--- src/rtl/tl_pkg.sv ---
// Shared TileLink A-channel definitions.
//   - A-channel opcode constants
//   - has_data(): true for opcodes that carry data beats
//   - state_t:    beat-counter FSM states
package tl_pkg;

    localparam logic [2:0] PUT_FULL      = 3'd0;
    localparam logic [2:0] PUT_PARTIAL   = 3'd1;
    localparam logic [2:0] ARITH         = 3'd2;
    localparam logic [2:0] LOGIC         = 3'd3;
    localparam logic [2:0] GET           = 3'd4;
    localparam logic [2:0] INTENT        = 3'd5;
    localparam logic [2:0] ACQUIRE_BLOCK = 3'd6;
    localparam logic [2:0] ACQUIRE_PERM  = 3'd7;

    typedef enum logic {
        IDLE  = 1'b0,
        BURST = 1'b1
    } state_t;

    // PutFull, PutPartial, Arithmetic and Logical carry data.
    function automatic logic has_data(input logic [2:0] opcode);
        return (opcode <= LOGIC);
    endfunction

endpackage

--- src/rtl/tl_beat_counter.sv ---
// Beat counter for TileLink A-channel messages.
// Derives the beat count of a message from opcode/size on its first beat,
// tracks the remaining beats and flags the final beat.
// Ports:
//   clk, rst_n  clock, asynchronous active-low reset
//   fire        a beat transfers this cycle
//   opcode      A opcode (only meaningful on the first beat)
//   size        log2 transfer bytes (only meaningful on the first beat)
//   last        current beat is the final beat of its message (combinational)
//   busy        a multi-beat message is in progress
module tl_beat_counter
    import tl_pkg::*;
#(
    parameter int DATA_W = 64,
    parameter int SIZE_W = 3
) (
    input  logic              clk,
    input  logic              rst_n,
    input  logic              fire,
    input  logic [2:0]        opcode,
    input  logic [SIZE_W-1:0] size,
    output logic              last,
    output logic              busy
);

    localparam int LOG_BYTES = $clog2(DATA_W / 8);
    localparam int SIZE_MAX  = (1 << SIZE_W) - 1;
    // Enough bits to hold the largest beat count 2^(SIZE_MAX-LOG_BYTES).
    localparam int CNT_W     = (SIZE_MAX > LOG_BYTES) ? (SIZE_MAX - LOG_BYTES + 1) : 1;

    state_t           state;
    logic [CNT_W-1:0] cnt;
    logic [CNT_W-1:0] beats;

    // beats = max(1, 2^size / bytes_per_beat) for data-carrying opcodes.
    always_comb begin
        beats = CNT_W'(1);
        if (has_data(opcode) && (int'(size) > LOG_BYTES))
            beats = CNT_W'(1) << (int'(size) - LOG_BYTES);
    end

    always_comb begin
        last = 1'b0;
        if (state == BURST)
            last = (cnt == CNT_W'(1));
        else
            last = (beats == CNT_W'(1));
    end

    always_ff @(posedge clk or negedge rst_n) begin
        if (!rst_n) begin
            state <= IDLE;
            cnt   <= '0;
            busy  <= 1'b0;
        end else begin
            case (state)
                IDLE: begin
                    if (fire && (beats != CNT_W'(1))) begin
                        cnt   <= beats - CNT_W'(1);
                        state <= BURST;
                        busy  <= 1'b1;
                    end
                end
                BURST: begin
                    if (fire) begin
                        cnt <= cnt - CNT_W'(1);
                        if (cnt == CNT_W'(1)) begin
                            state <= IDLE;
                            busy  <= 1'b0;
                        end
                    end
                end
                default: begin
                    state <= IDLE;
                    cnt   <= '0;
                    busy  <= 1'b0;
                end
            endcase
        end
    end

endmodule

--- src/rtl/tl_a_demux.sv ---
// TileLink A-channel demultiplexer.
// Routes each message of one arbitrated A stream to a slave port chosen by
// address decode on the first beat; the route stays locked for the whole
// burst. Handshake is combinational (zero latency), payload is broadcast.
// Optional macro TL_A_DEMUX_DECERR_EN adds an error port at index M that
// receives unmatched messages, plus a sticky decerr_o flag.
// Ports:
//   clk, rst_n                          clock, asynchronous active-low reset
//   valid_i / ready_o                   upstream beat handshake
//   opcode_i, size_i, addr_i, data_i    upstream payload
//   valid_o / ready_i                   per-port handshake (M or M+1 ports)
//   opcode_o, size_o, addr_o, data_o    broadcast payload
//   last_o                              current beat is final beat
//   busy_o                              multi-beat burst in progress
//   decerr_o                            sticky decode error (macro only)
module tl_a_demux
    import tl_pkg::*;
#(
    parameter int                  M      = 4,
    parameter int                  ADDR_W = 32,
    parameter int                  DATA_W = 64,
    parameter int                  SIZE_W = 3,
    parameter logic [M*ADDR_W-1:0] BASE   = '0,
    parameter logic [M*ADDR_W-1:0] MASK   = '0
) (
    input  logic              clk,
    input  logic              rst_n,
    input  logic              valid_i,
    output logic              ready_o,
    input  logic [2:0]        opcode_i,
    input  logic [SIZE_W-1:0] size_i,
    input  logic [ADDR_W-1:0] addr_i,
    input  logic [DATA_W-1:0] data_i,
`ifdef TL_A_DEMUX_DECERR_EN
    output logic [M:0]        valid_o,
    input  logic [M:0]        ready_i,
    output logic              decerr_o,
`else
    output logic [M-1:0]      valid_o,
    input  logic [M-1:0]      ready_i,
`endif
    output logic [2:0]        opcode_o,
    output logic [SIZE_W-1:0] size_o,
    output logic [ADDR_W-1:0] addr_o,
    output logic [DATA_W-1:0] data_o,
    output logic              last_o,
    output logic              busy_o
);

`ifdef TL_A_DEMUX_DECERR_EN
    localparam int NP = M + 1;
`else
    localparam int NP = M;
`endif
    localparam int SEL_W = (NP > 1) ? $clog2(NP) : 1;

    logic [SEL_W-1:0] dec;
    logic             matched;
    logic [SEL_W-1:0] sel_lock;
    logic [SEL_W-1:0] sel;
    logic             fire;
    logic             last;
    logic             busy;

    // Scan from the top down so the lowest matching index wins.
    always_comb begin
        matched = 1'b0;
`ifdef TL_A_DEMUX_DECERR_EN
        dec = SEL_W'(M);
`else
        dec = '0;
`endif
        for (int i = M - 1; i >= 0; i--) begin
            if ((addr_i & MASK[i*ADDR_W +: ADDR_W]) == BASE[i*ADDR_W +: ADDR_W]) begin
                dec     = SEL_W'(i);
                matched = 1'b1;
            end
        end
    end

    // Mid-burst the locked route is used; addr_i is ignored.
    assign sel  = busy ? sel_lock : dec;
    assign fire = valid_i && ready_o;

    always_comb begin
        valid_o      = '0;
        valid_o[sel] = valid_i;
        ready_o      = ready_i[sel];
    end

    assign opcode_o = opcode_i;
    assign size_o   = size_i;
    assign addr_o   = addr_i;
    assign data_o   = data_i;
    assign last_o   = last;
    assign busy_o   = busy;

    tl_beat_counter #(
        .DATA_W (DATA_W),
        .SIZE_W (SIZE_W)
    ) u_beat_counter (
        .clk    (clk),
        .rst_n  (rst_n),
        .fire   (fire),
        .opcode (opcode_i),
        .size   (size_i),
        .last   (last),
        .busy   (busy)
    );

    // Latch the route on the first beat of a multi-beat message.
    always_ff @(posedge clk or negedge rst_n) begin
        if (!rst_n)
            sel_lock <= '0;
        else if (fire && !busy && !last)
            sel_lock <= dec;
    end

`ifdef TL_A_DEMUX_DECERR_EN
    always_ff @(posedge clk or negedge rst_n) begin
        if (!rst_n)
            decerr_o <= 1'b0;
        else if (fire && !busy && !matched)
            decerr_o <= 1'b1;
    end
`else
    // Unmatched addresses simply fall through to port 0.
    logic unused_matched;
    assign unused_matched = matched;
`endif

endmodule

--- config.mk ---
export PLATFORM = sky130hd
export DESIGN_NAME = tl_a_demux
export DESIGN_NICKNAME = d
export VERILOG_FILES = /design/src/rtl/tl_pkg.sv /design/src/rtl/tl_beat_counter.sv /design/src/rtl/tl_a_demux.sv
export SDC_FILE = /design/constraint.sdc
export NUM_CORES = 1
export LEC_CHECK = 0
export BUFFER_PORTS_ARGS = -buffer_cell sky130_fd_sc_hd__buf_2
export CORE_AREA = 2 2 84 86
export DETAILED_ROUTE_END_ITERATION = 12
export DIE_AREA = 0 0 86 88
export PLACE_DENSITY = 0.65
export SLEW_MARGIN = 20
export SYNTH_ARGS = -nofsm -noshare
export SYNTH_HDL_FRONTEND = slang
export SYNTH_SLANG_ARGS = --single-unit
export TNS_END_PERCENT = 10
--- constraint.sdc ---
create_clock -name clk -period 2.25 [get_ports clk]
set_clock_uncertainty 0.15 [all_clocks]
set_input_delay 0 -clock clk [delete_from_list [all_inputs] [get_ports clk]]
set_output_delay 0 -clock clk [all_outputs]
set_load 0.01 [all_outputs]
==> run summary <==
The run finished with clean final reports. The number of port buffers came out at 15. The number of register bits inferred by synthesis came out at 7. In this run the number of H-tree levels came out at 1.

The die span in y is 88 um. In this run the most critical hold path is launched from size_i[1]. In this run the critical register-to-register path is captured at u_beat_counter.cnt[2]. The via count of the first global-routing pass came out at 961. The maximum operating frequency came out at 494.0 MHz. The deepest clock path buffer count is 2. The starting utilization of the core area is 0.2190.

The count of clock tree sinks came out at 7. The post-synthesis async set-or-reset flop share is 1.000. A synthesized cell averages 7.995 sq um. Of the total synthesized cell area, the portion taken by full adders, half adders and majority gates is 0.05159.

The startpoint identified for the worst register-to-register timing path is u_beat_counter.cnt[0]. Timing analysis after detailed placement gives a worst setup slack of -0.02135 ns. The areal power density over the cells is 499.3 nW/um^2. The slack of the worst reg-to-reg path is about 0.74 ns. On the critical path, the stage with the largest delay is an instance of or3b_1.

The total power consumption of the routed design came out at 952.1 uW. After technology mapping, the gate count stands at 182. The sequential-to-total area share from yosys stat came out at 0.1204. The initial antenna violation count is 0.

STA classifies the critical path startpoint as an input port. The total of fill cells in the finished design is 686. The delay contributed by the slowest stage of the critical path came out at 0.39 ns.

In the final timing run, aggregate negative setup slack is 0 ns. The critical path arrival came out at 2.02 ns. The largest net degree at the start of global routing is 14. The worst reg-to-reg path cell count came out at 6. The average via count per standard cell is 4.025.

The top fanout value on the critical path came out at 5. The placement-stage cell area is approximately 860 sq um. The repair_antennas step left the layout with diodes totalling 0.

The count of pins over their slew limit is 0. Of the total synthesized cell area, the portion taken by AND, OR, NAND and NOR gates is 0.1187. The number of top-level design ports is 218. The area added between synthesis and finish came out at 31.04%. The global-route wire length before repair came out at 4547 um. In the finished design, the share of the clock period the worst path needs comes to 0.8998. The mux contribution to synthesized area is 0.01376. The finished cells cover about 1900 sq um. The pre-antenna-repair detailed-routing pass consisted of 4 iterations. The estimated wirelength of the detail-placed design is ~2300 um.

The worst hold path terminates at size_o[1]. The cell area that synthesis handed to floorplanning was about 1500 sq um. Across the run, the number of max-cap violations was 0.

The number of distinct library cell variants in the gate-level netlist after synthesis is 38. The routability congestion estimate from global placement is 0.7998. The hold path depth is 2. The share of cells above drive strength 1 is 0.1307.

For this block, the via count after detailed routing is 1,123. Clock-pin slew was measured on the worst setup and hold paths at 0.04 ns. The residual overflow from global routing is 0. At the worst endpoint, the required time is 2.25 ns. The worst supply voltage drop on vdd is 0.0001666 V. For this run, the number of Yosys warnings is 0.

The complex-gate fraction of the synthesized area is 0.1221. The time the worst path needs with I/O delays and setup is 2.024 ns. The count of flip-flops with a built-in enable after synthesis came out at 0.

TritonCTS built the clock tree. The total die area is 7568 sq um. The number of nets at the end of the flow came out at 315.

Dividing the detail-routed wire length by the instance count gives 13.05 um. The class of the worst hold path is input port to output pin. The final routed wirelength across all metal layers came out at ~3600 um. The kind of critical path is input port to register. The clock latency of the later-clocked register in the worst-skew pair is 0.23 ns. The kind of cell with the highest combined delay along the critical path is adder cells. For this run, design rule violations remaining after detail routing come to 0.

The leakage power of the design came out at ~0.00080 uW. The number of buffers and inverters on the critical path is 2. In this run the core area contains 30 standard-cell rows. The number of clock buffers inserted by TritonCTS came out at 3. The region available for standard cell placement spans 6644 sq um. The violation count after the first detailed-routing iteration is 38. STA classifies the critical path endpoint as a register.

The post-detailed-route count of antenna-violating nets is 0. By area, the combinational part of the netlist is dominated by buffers and inverters. The signal on the critical path passes through buf_2 > ha_1 > ha_1 > or3b_1 > a21oi_2 > inv_1 > ha_1 > nor2b_1 > a21oi_1 > mux2i_1. The final standard cell utilization of the core is 0.2870.

The number of hold violations in the final report is 0. Of the total synthesized cell area, the portion taken by XOR and XNOR cells is 0.006019. The most used flip-flop cell after synthesis is dfrtp_1. The global router's overall resource usage is 0.07521. The root buffer cell chosen for the clock tree is clkbuf_8. Measured along the x axis, the die boundary spans 86 um. The number of failing setup endpoints in the final timing report came out at 0.

After layout, the worst setup slack is 0.2255 ns. Setup repair after global routing left no endpoint under its margin. Among the stages of the critical path, the cell type that occurs most often is ha_1.
power breakdown:
part	internal (uW)	leakage [uW]	switching [uW]
sequential	179	0.0000802	60.6
combinational	273	0.000700	261
clock	123	0.0000228	55.3
total	575	0.000803	377
worst max-delay path by stage:
stage / from / slack [ns] / cells past startpoint / endpoint
after floorplan: size_i[0] / 0.25 / 9 / u_beat_counter.cnt[4]
after global placement: size_i[0] / 0.08 / 10 / u_beat_counter.cnt[1]
after detailed placement: size_i[0] / -0.02 / 10 / u_beat_counter.cnt[1]
after CTS: size_i[0] / 0.21 / 10 / u_beat_counter.cnt[1]
after global routing: size_i[0] / 0.09 / 10 / u_beat_counter.cnt[1]
final: size_i[0] / 0.23 / 10 / u_beat_counter.cnt[1]
cell usage in the layout, fill, tap and decap left out, types with 2 or more instances in the layout:
master	synthesis	layout
dlygate4sd3_1	0	100
buf_2	0	15
nand2_1	7	7
dfrtp_1	7	7
ha_1	6	6
inv_1	4	4
nand3_1	4	4
buf_4	107	4
nor2_1	3	3
a21oi_1	3	3
o21ai_1	3	3
o21ai_0	3	3
a211oi_1	3	3
conb_1	1	3
clkbuf_8	0	3
nor2b_1	2	2
mux2i_1	2	2
and2_1	2	2
nand4_1	2	2
nor3_1	2	2
worst reg2reg max path, cell delays in order, from the launching register on:
cell       delay, ns
dfrtp_1         0.37
inv_1           0.08
ha_1            0.24
nand4_1         0.09
o21ai_0         0.08
o2bb2ai_1       0.15
a211oi_1        0.25
metrics by stage:
stage / hold slack (ns) / instances
after floorplan: -0.4456 / 184
after global placement: -0.3048 / 175
after detailed placement: -0.3017 / 175
after CTS: 0.06201 / 279
after global routing: 0.07744 / 279
final: 0.05776 / 279
registers in the layout (all words and copies together) (netlist names):
name and flops:
u_beat_counter.cnt 5, u_beat_counter.busy 1, u_beat_counter.state 1
synth_stat cells, drive strengths merged, types with 3 or more instances:
cell    count  area share
nor2        3      0.0077
ha          6       0.052
dfrtp       7        0.12
buf       107        0.55
a21oi       4       0.016
o21ai       7       0.027
a211oi      4       0.024
nand2       7       0.018
nand3       4       0.014
inv         4       0.010
routing by layer:
metal	share of wire	vias to the layer above	global-route usage	wire length (um)
li1	-	529	-	-
met1	0.30	486	0.07364	1094
met2	0.59	106	0.1607	2152
met3	0.10	2	0.01508	373
met4	0.0052	0	0.01299	19
met5	0	-	0	0
area by class of cell:
cell class | instances | area, sq um | area share
repair buffers | 119 | 1106 | 0.5801
multi-input cells | 65 | 465.4 | 0.2441
flip-flops and latches | 7 | 175.2 | 0.09186
well taps | 80 | 100.1 | 0.05249
clock buffers | 4 | 45.04 | 0.02362
inverters | 4 | 15.01 | 0.007874
cells by family after synthesis:
| group | after synthesis |
|---|---|
| buf+inv | 112 |
| simple gates | 29 |
| compound gates | 24 |
| flops | 7 |
| fa+ha+maj | 6 |
| mux | 2 |
| other cells | 1 |
| xor+xnor | 1 |
what timing repair did:
action | CTS | global route
resized for setup | 0 | 0
setup endpoints to repair | 0 | 0
hold buffers | 100 | 0
buffers inserted | 0 | 0
hold endpoints to repair | 105 | 0
(Power assumes the default switching activity.)
